$ cat config.mk
export PLATFORM = sky130hd
export DESIGN_NAME = instr_encoder
export DESIGN_NICKNAME = d
export VERILOG_FILES = /design/src/rtl/instr_encoder.sv
export SDC_FILE = /design/constraint.sdc
export NUM_CORES = 1
export LEC_CHECK = 0
export BUFFER_PORTS_ARGS = -buffer_cell sky130_fd_sc_hd__buf_2
export CAP_MARGIN = 20
export CORE_AREA = 2 2 96 144
export DETAILED_ROUTE_END_ITERATION = 8
export DIE_AREA = 0 0 98 146
export PLACE_DENSITY = 0.7
export SETUP_SLACK_MARGIN = 0.05
export SLEW_MARGIN = 20
export SYNTH_ARGS = -nofsm -noshare
export SYNTH_HDL_FRONTEND = slang
export SYNTH_SLANG_ARGS = --single-unit
export TNS_END_PERCENT = 100
$ cat constraint.sdc
create_clock -name clk -period 2.85 [get_ports clk]
set_input_delay 0.57 -clock clk [delete_from_list [all_inputs] [get_ports clk]]
set_output_delay 0.57 -clock clk [all_outputs]
set_load 0.005 [all_outputs]
$ cat src/rtl/instr_encoder.sv
// Packs a field tuple into a katp91 word and writes legal words to program RAM; SPECIAL_LONG adds an extension word.
// One cycle from acceptance to mem_we; mem_we/addr/data held until mem_ready, no new tuple accepted while writing.
module instr_encoder #(
    parameter int ADDR_W = 16
) (
    input  logic              clk,
    input  logic              reset,
    input  logic              load_addr,
    input  logic [ADDR_W-1:0] start_addr,
    input  logic              in_valid,
    output logic              in_ready,
    input  logic [3:0]        in_group,
    input  logic [3:0]        in_op,
    input  logic [2:0]        in_rgv,
    input  logic [2:0]        in_rg1,
    input  logic [2:0]        in_rg2,
    input  logic [7:0]        in_val,
    input  logic [15:0]       in_ext,
    output logic              mem_we,
    input  logic              mem_ready,
    output logic [ADDR_W-1:0] mem_addr,
    output logic [15:0]       mem_wdata,
    output logic              err_illegal,
    output logic [7:0]        err_count,
    output logic [ADDR_W-1:0] cur_addr
);
    localparam logic [3:0] GROUP_CRVMATH       = 4'd0;
    localparam logic [3:0] GROUP_RJMP          = 4'd1;
    localparam logic [3:0] GROUP_CRRMATH       = 4'd2;
    localparam logic [3:0] GROUP_CRSMATH       = 4'd3;
    localparam logic [3:0] GROUP_WRRMATH       = 4'd4;
    localparam logic [3:0] GROUP_WRRMATH_MEM   = 4'd5;
    localparam logic [3:0] GROUP_WRSMATH       = 4'd6;
    localparam logic [3:0] GROUP_WRSMATH_STACK = 4'd7;
    localparam logic [3:0] GROUP_SFLAG         = 4'd8;
    localparam logic [3:0] GROUP_UFLAG         = 4'd9;
    localparam logic [3:0] GROUP_SPECIAL       = 4'd10;
    localparam logic [3:0] GROUP_SPECIAL_LONG  = 4'd11;

    typedef enum logic [1:0] {IDLE, EMIT, EMIT_EXT} state_t;

    state_t            r_state;
    logic              r_in_ready;
    logic              r_mem_we;
    logic              r_err_illegal;
    logic              r_long;
    logic [ADDR_W-1:0] r_mem_addr;
    logic [ADDR_W-1:0] r_cur_addr;
    logic [15:0]       r_mem_wdata;
    logic [15:0]       r_ext;
    logic [7:0]        r_err_count;

    logic [15:0]       w_word;
    logic [6:0]        w_regs;
    logic [4:0]        w_decoded;
    logic              w_legal;
    logic [ADDR_W-1:0] w_base_addr;
    logic [ADDR_W-1:0] w_next_addr;

    // Mirrors the CPU decoder: returns {valid, group} for an opcode and the word's low five bits.
    function automatic logic [4:0] decode_group(input logic [3:0] op, input logic [4:0] low);
        logic mem_op;
        logic top_op;
        mem_op = (op == 4'h8) || (op == 4'h9) || (op == 4'hA) ||
                 (op == 4'hC) || (op == 4'hD) || (op == 4'hE);
        top_op = (op[3:1] == 3'b111);
        decode_group = 5'b0_0000;
        if (!low[4]) begin
            decode_group = {1'b1, GROUP_CRVMATH};
        end else if (!low[3]) begin
            decode_group = {1'b1, GROUP_RJMP};
        end else begin
            case (low[2:0])
                3'b100:  decode_group = {1'b1, GROUP_CRRMATH};
                3'b110:  decode_group = {1'b1, GROUP_CRSMATH};
                3'b101:  decode_group = {1'b1, mem_op ? GROUP_WRRMATH_MEM : GROUP_WRRMATH};
                3'b111:  decode_group = {1'b1, top_op ? GROUP_WRSMATH_STACK : GROUP_WRSMATH};
                3'b000:  decode_group = {1'b1, GROUP_SFLAG};
                3'b001:  decode_group = {1'b1, GROUP_UFLAG};
                3'b011:  decode_group = {1'b1, top_op ? GROUP_SPECIAL_LONG : GROUP_SPECIAL};
                default: decode_group = 5'b0_0000;
            endcase
        end
    endfunction

    always_comb begin
        w_regs = {1'b0, in_rg2, in_rg1};
        case (in_group)
            GROUP_CRVMATH:                          w_word = {in_op, in_val, in_rgv, 1'b0};
            GROUP_RJMP:                             w_word = {in_op, 4'b0000, in_val};
            GROUP_CRRMATH:                          w_word = {in_op, w_regs, 5'b11100};
            GROUP_CRSMATH:                          w_word = {in_op, w_regs, 5'b11110};
            GROUP_WRRMATH, GROUP_WRRMATH_MEM:       w_word = {in_op, w_regs, 5'b11101};
            GROUP_WRSMATH, GROUP_WRSMATH_STACK:     w_word = {in_op, w_regs, 5'b11111};
            GROUP_SFLAG:                            w_word = {in_op, w_regs, 5'b11000};
            GROUP_UFLAG:                            w_word = {in_op, w_regs, 5'b11001};
            GROUP_SPECIAL, GROUP_SPECIAL_LONG:      w_word = {in_op, w_regs, 5'b11011};
            default:                                w_word = 16'h0000;
        endcase
    end

    // Unknown group codes never come back from the decoder, so they fail this compare too.
    assign w_decoded   = decode_group(w_word[15:12], w_word[4:0]);
    assign w_legal     = w_decoded[4] && (w_decoded[3:0] == in_group);
    assign w_base_addr = load_addr ? start_addr : r_cur_addr;
    assign w_next_addr = r_cur_addr + ADDR_W'(1);

    always_ff @(posedge clk) begin
        if (reset) begin
            r_state       <= IDLE;
            r_in_ready    <= 1'b1;
            r_mem_we      <= 1'b0;
            r_mem_addr    <= '0;
            r_mem_wdata   <= 16'h0000;
            r_err_illegal <= 1'b0;
            r_err_count   <= 8'h00;
            r_cur_addr    <= '0;
            r_ext         <= 16'h0000;
            r_long        <= 1'b0;
        end else begin
            r_err_illegal <= 1'b0;
            case (r_state)
                IDLE: begin
                    if (load_addr) begin
                        r_cur_addr <= start_addr;
                    end
                    if (in_valid) begin
                        if (w_legal) begin
                            r_mem_addr  <= w_base_addr;
                            r_mem_wdata <= w_word;
                            r_mem_we    <= 1'b1;
                            r_in_ready  <= 1'b0;
                            r_ext       <= in_ext;
                            r_long      <= (in_group == GROUP_SPECIAL_LONG);
                            r_state     <= EMIT;
                        end else begin
                            r_err_illegal <= 1'b1;
                            if (r_err_count != 8'hFF) begin
                                r_err_count <= r_err_count + 8'd1;
                            end
                        end
                    end
                end
                EMIT: begin
                    if (mem_ready) begin
                        r_cur_addr <= w_next_addr;
                        if (r_long) begin
                            r_mem_addr  <= w_next_addr;
                            r_mem_wdata <= r_ext;
                            r_state     <= EMIT_EXT;
                        end else begin
                            r_mem_we   <= 1'b0;
                            r_in_ready <= 1'b1;
                            r_state    <= IDLE;
                        end
                    end
                end
                EMIT_EXT: begin
                    if (mem_ready) begin
                        r_cur_addr <= w_next_addr;
                        r_mem_we   <= 1'b0;
                        r_in_ready <= 1'b1;
                        r_state    <= IDLE;
                    end
                end
                default: begin
                    r_state <= IDLE;
                end
            endcase
        end
    end

    assign in_ready    = r_in_ready;
    assign mem_we      = r_mem_we;
    assign mem_addr    = r_mem_addr;
    assign mem_wdata   = r_mem_wdata;
    assign err_illegal = r_err_illegal;
    assign err_count   = r_err_count;
    assign cur_addr    = r_cur_addr;
endmodule
==> results of run 1 <==
-- power groups by stage --
stage | clock network, uW | registers [uW] | logic, uW
after floorplan | 0 | 1300 | 621
after global placement | 0 | 1330 | 936
after detailed placement | 0 | 1340 | 945
after CTS | 1160 | 1310 | 950
after global routing | 1210 | 1330 | 1040
final | 1130 | 1310 | 943
-- worst max-delay path by stage --
stage | startpoint | end | slack (ns) | cells past startpoint
2_1_floorplan | in_group[0] | r_ext[10] | 0.05 | 10
3_3_place_gp | in_rgv[1] | err_count[4] | -0.05 | 10
3_5_place_dp | in_rgv[1] | err_count[4] | -0.09 | 10
4_1_cts | in_rgv[1] | err_count[5] | 0.25 | 10
5_1_grt | in_rgv[1] | err_count[5] | 0.06 | 10
6_report | in_group[0] | err_count[5] | 0.26 | 10
-- metal layers --
metal  share of wire [%]  global-route usage [%]  vias to the layer above
li1                    -                       -                     2321
met1                  40                    21.7                     2144
met2                  52                    34.9                      156
met3                 5.7                    3.89                       23
met4                 2.6                    7.36                        0
met5                   0                       0                        -
-- metrics by stage --
step	setup slack (ns)	utilization (%)	cell area (sq um)	setup TNS, ns
final	0.259	45.0	5830	0
after global placement	-0.0474	42.7	5530	-0.305
after global routing	0.0631	45.0	5830	0
after CTS	0.251	45.0	5830	0
after detailed placement	-0.0858	42.7	5530	-1.15
after floorplan	0.0522	-	4640	0
-- placed cells by master, fill, tap and decap left out, types with 3 or more instances in the layout --
cell type	Yosys	layout
a211o_1	5	5
a211oi_1	13	13
a211oi_2	9	9
a21oi_1	46	46
a221oi_1	4	4
a22oi_1	4	4
a311oi_1	3	3
and2_1	4	4
and3_1	14	14
buf_2	5	120
buf_4	1	36
clkbuf_16	0	9
dfxtp_1	78	78
ha_1	6	6
inv_1	12	12
inv_6	0	3
mux2_2	4	4
mux2i_1	53	53
nand2_1	38	38
nand3_1	26	26
nand4_1	5	5
nor2_1	100	100
nor2b_1	10	10
nor3_1	4	4
nor3b_1	3	3
o21ai_0	33	32
o22ai_1	5	5
or4_1	3	3
xor2_1	4	4
-- cell type report --
class                      count  area (sq um)
sequential                    78          1560
tap                          159           199
timing repair buffer         158           911
fill                        1333          7130
inverter                      13          48.8
multi-input combinational    440          2820
clock buffer                   9           225
clock inverter                 7          66.3
-- sequential cells by signal, summed over array words and instances (netlist names) --
| signal | count |
|---|---|
| cur_addr | 16 |
| mem_addr | 16 |
| mem_wdata | 16 |
| r_ext | 16 |
| err_count | 8 |
| r_state | 2 |
| err_illegal | 1 |
| in_ready | 1 |
| mem_we | 1 |
| r_long | 1 |
-- critical path, cell delays in order --
cell     delay [ns]
buf_2          0.13
buf_4          0.20
mux2_2         0.36
o21ai_1        0.22
inv_1          0.12
o31ai_4        0.09
mux2i_2        0.29
nand2_1        0.22
or4_1          0.55
a21oi_1        0.14
-- what timing repair did --
action | in CTS | in global routing
endpoints found under the setup margin | 0 | 1
resized for setup | 0 | 1
buffers inserted | 0 | 0
-- kinds of logic (layout without fill, tap and decap cells) --
logic type | Yosys count | after routing
xor+xnor | 4 | 4
simple gates | 218 | 218
flops | 78 | 78
buf+inv | 57 | 187
mux | 60 | 60
fa+ha+maj | 6 | 6
compound gates | 152 | 152
==> summary.txt, run 1 <==
Outcome
  – Outcome: finished clean

Critical path
  – CP endpoint kind: flop
  – Reg2reg end: mem_wdata[3]
  – Reg-to-reg critical path startpoint: r_state[1]
  – Critical Path Start Type: primary input
  – Critical Path RT: 3.13 ns
  – WP data arrival: 2.87 ns
  – Path depth of the worst reg2reg path: 11
  – CP Class: primary input to flop
  – CP max FO: 13
  – Register-to-register setup slack: 0.56 ns

Min path
  – Startpoint of the most critical hold path: in_ext[5]
  – WHS Endpoint: r_ext[5]
  – Hold WC Path Type: primary input to flop
  – Hold path depth: 3

Place
  – RePlAce Congestion: 0.892
  – Cell count after placement: 848
  – Hpwl dp: 10.2 mm
  – PortBufs: 120

Logic synthesis
  – Mean area per synthesized cell: 8.05 sq um
  – Synthesized area: 4630 sq um
  – Synth Area in Adders: 1.62%
  – Number of synthesis warnings: 0
  – Most used DFF post-synth: dfxtp_1
  – Simple-gate share of the synthesized area: 21.8%
  – Yosys top cell by area: dfxtp_1
  – Post-Synth XOR/XNOR Area: 0.757%
  – Largest family of logic cells by synthesized area: compound AO/OA/AOI/OAI gates
  – Synthesized instance count: 575
  – Syn nets: 643
  – Register bit total from synthesis: 78
  – Post-synth cell types: 66
  – Area contributors post-synth: dfxtp_1 (34%), mux2i_1 (11%), nor2_1 (8.1%), a21oi_1 (5.0%), o21ai_0 (3.6%)
  – Async SR Flop Fraction: 0%
  – Register area share after synthesis: 33.7%
  – Post-synth top cells: nor2_1 (100), dfxtp_1 (78), mux2i_1 (53)
  – Compound-gate portion of the synthesized area: 22.9%
  – Post-synthesis mux area share: 13.5%
  – EDFF count, synth: 0
  – Most frequent cell after synthesis: nor2_1
  – Yosys top cell area share: 33.7%

Finish
  – Layout cell share with drive strength beyond 1: 28.5%
  – Fin cells: 864
  – Nets: 768
  – Area growth syn-to-layout: 25.9%
  – Ant. Diodes: 0

CTS
  – CTS Buf Count: 9
  – Clk Latency, worst-skew pair: 0.35 ns
  – Hold Buf Count CTS: 0
  – # clock sinks: 78
  – CTS Root Cell: clkbuf_16
  – Clk slew on worst S/H paths: 0.07 ns
  – Clk buf depth: 2
  – CTS tree: yes
  – H-tree depth: 3

Floorplan
  – I/O pin count: 121
  – Initial core utilization: 35.7%
  – Chip Width: 98 um
  – Die H: 146 um
  – Die area: 14300 sq um
  – Core Region: 13000 sq um
  – Row Count: 51

Power
  – Cell internal pwr: 2230 uW
  – Max VDD drop: 0.266 mV
  – Clock power share: 33.5%
  – Sw Share: 34.1%
  – Total power: 3390 uW
  – Power Dens Cells: 582 nW/um^2
  – Switching power: 1150 uW
  – LEAKAGE: 0.00255 uW
  – Combinational share of power: 27.8%
  – Sequential Power Share: 38.7%

GRT
  – Vias in the first global route: 4486
  – Gr usage total: 19.2%
  – Largest net degree at the start of global routing: 45
  – Total grt overflow: 0
  – Initial antenna violation count: 0
  – First-pass GRT wire length: 22.4 mm

Detailed routing
  – Vias/cell: 5.38
  – Post-route ant nets: 0
  – Final wirelength: 13.9 mm
  – Vias: 4644
  – Pre-Repair DR Iteration Count: 5
  – # DRC: 0
  – Drt wl/cell: 16.1 um
  – Initial drt markers: 174

STA
  – Count of final setup violators: 0
  – Final period utilization: 90.9%
  – Fin crit period: 2.59 ns
  – Fmax achieved: 386 MHz
  – Slew margin rel.: 64.6%
  – Slew of the pin with the lowest slew margin: 0.527 ns
  – RSZ-0062 raised after global routing: false
  – WHS: 0.450 ns
  – Clock Skew: 0.00828 ns
  – Hold Fails Final Rpt: 0
  – Slew Viols, Final: 0

Flow run
  – Max-Cap Viols: 0
No activity file was read; power rests on OpenSTA's default activity.
==> run 2, diff against run 1 <==
Settings changed: BUFFER_PORTS_ARGS -buffer_cell sky130_fd_sc_hd__buf_2 to -buffer_cell sky130_fd_sc_hd__buf_4.
==> summary.txt, run 2 (synthesis results as in run 1) <==
STA
  – Fmax achieved: 377 MHz
  – Slew Viols, Final: 0
  – Count of final setup violators: 0
  – WHS: 0.463 ns
  – Slew margin rel.: 62.0%
  – Sum Neg Setup Slack: 0 ns
  – Clock Skew: 0.00788 ns
  – Final period utilization: 93.1%
  – Slew of the pin with the lowest slew margin: 0.565 ns
  – Hold Fails Final Rpt: 0
  – RSZ-0062 raised after global routing: false
  – Fin crit period: 2.65 ns

Power
  – Total power: 3560 uW
  – Max VDD drop: 0.333 mV
  – Power Dens Cells: 582 nW/um^2
  – LEAKAGE: 0.00261 uW

Floorplan
  – I/O pin count: 121
  – Die area: 14300 sq um
  – Chip Width: 98 um
  – Row Count: 51
  – Core Region: 13000 sq um
  – Die H: 146 um
  – Initial core utilization: 35.7%

Critical path
  – Register-to-register setup slack: 0.55 ns
  – CP max FO: 40
  – Reg2reg end: mem_addr[10]
  – WP data arrival: 2.86 ns
  – Critical Path Start Type: primary input
  – CP endpoint kind: flop
  – Reg-to-reg critical path startpoint: cur_addr[0]
  – CP Class: primary input to flop
  – Path depth of the worst reg2reg path: 8
  – Critical Path RT: 3.06 ns

Place
  – Placed cell areas: 5800 sq um
  – PortBufs: 120
  – Hpwl dp: 10.5 mm
  – Cell count after placement: 844
  – RePlAce Congestion: 0.902

Min path
  – Hold WC Path Type: primary input to flop
  – Startpoint of the most critical hold path: in_ext[13]
  – WHS Endpoint: r_ext[13]
  – Hold path depth: 3

Detailed routing
  – Post-route ant nets: 0
  – Drt wl/cell: 16.7 um
  – Vias/cell: 5.52
  – Final wirelength: 14.3 mm
  – Initial drt markers: 233
  – # DRC: 0
  – Pre-Repair DR Iteration Count: 5
  – Vias: 4746

CTS
  – H-tree depth: 3
  – # Post-CTS Setup Buffers: 0
  – Hold Buf Count CTS: 0
  – Resize count post-CTS: 0
  – # clock sinks: 78
  – CTS Buf Count: 9
  – CTS Root Cell: clkbuf_16
  – Clk Latency, worst-skew pair: 0.34 ns
  – Clk slew on worst S/H paths: 0.07 ns
  – CTS tree: yes
  – Clk buf depth: 2

GRT
  – Largest net degree at the start of global routing: 50
  – First-pass GRT wire length: 22.4 mm
  – Gr usage total: 19.3%
  – Vias in the first global route: 4500
  – Initial antenna violation count: 0
  – Total grt overflow: 0

Flow run
  – Max-Cap Viols: 0

Finish
  – Filler Cells Inserted: 1259
  – Nets: 764
  – Layout cell share with drive strength beyond 1: 28.4%
  – Area growth syn-to-layout: 32.3%
  – Design area: 6120 sq um
  – Sequential Area: 1560 sq um
  – Most common cell after layout, fill and taps aside: buf_4
  – Footprint of the multi-input gates: 2820 sq um
  – Ant. Diodes: 0
  – Most frequent cells in the layout: buf_4 (152), nor2_1 (99), dfxtp_1 (78), mux2i_1 (53), a21oi_1 (46)
  – Fin cells: 860

Outcome
  – Outcome: finished clean
==> run 2: changes by cell type in the layout (fill, tap and decap cells not counted) <==
cell,before,now
inv_8,0,3
clkinv_8,1,0
nand2_1,38,37
bufinv_16,0,1
buf_4,36,152
buf_2,120,0
nor2_1,100,99
inv_6,3,1
clkinv_4,1,0
nand2_2,0,1
nor2_2,0,1
==> run 2: how the worst max path moves through the flow <==
stage	endpoint	cells after the start	start
CTS	err_count[0]	10	in_group[1]
floorplan	r_ext[10]	10	in_group[0]
global route	err_count[4]	10	in_rgv[1]
detailed placement	err_count[0]	10	in_group[1]
global placement	err_count[4]	10	in_group[1]
finish	mem_addr[10]	12	in_group[1]
==> run 2: report_power, final <==
part / internal [uW] / total, uW / switching, uW
registers: 1200 / 1310 / 113
logic: 495 / 1030 / 532
clock network: 700 / 1230 / 526
total: 2390 / 3560 / 1170
==> run 2: cell type report <==
cell class              instances  area share (%)
clock inverters                 7            1.43
flip-flops and latches         78            25.5
repair buffers                154            19.3
inverters                      13           0.797
clock buffers                   9            3.68
well taps                     159            3.25
multi-input cells             440            46.1
==> run 2: metal layers <==
layer	vias to the layer above	part of all wire (%)	global-route usage [%]
met3	37	6.0	3.46
met2	204	52	33.8
met4	0	3.2	10.3
li1	2308	-	-
met1	2197	39	22.0
met5	-	0	0
==> run 2: metrics by stage <==
step | utilization (%) | worst slack [ns]
floorplan | - | 0.0522
global placement | 44.8 | -0.0685
detailed placement | 44.8 | -0.164
CTS | 47.2 | 0.196
global route | 47.3 | 0.0777
finish | 47.3 | 0.195
==> run 2: worst max-delay path, stage by stage <==
cell     delay (ns)
buf_4          0.12
buf_4          0.15
or3_1          0.46
o21ai_1        0.26
inv_1          0.11
o31ai_4        0.09
buf_4          0.18
o21ai_4        0.07
a221o_2        0.40
buf_12         0.19
mux2i_1        0.17
nor2_1         0.06
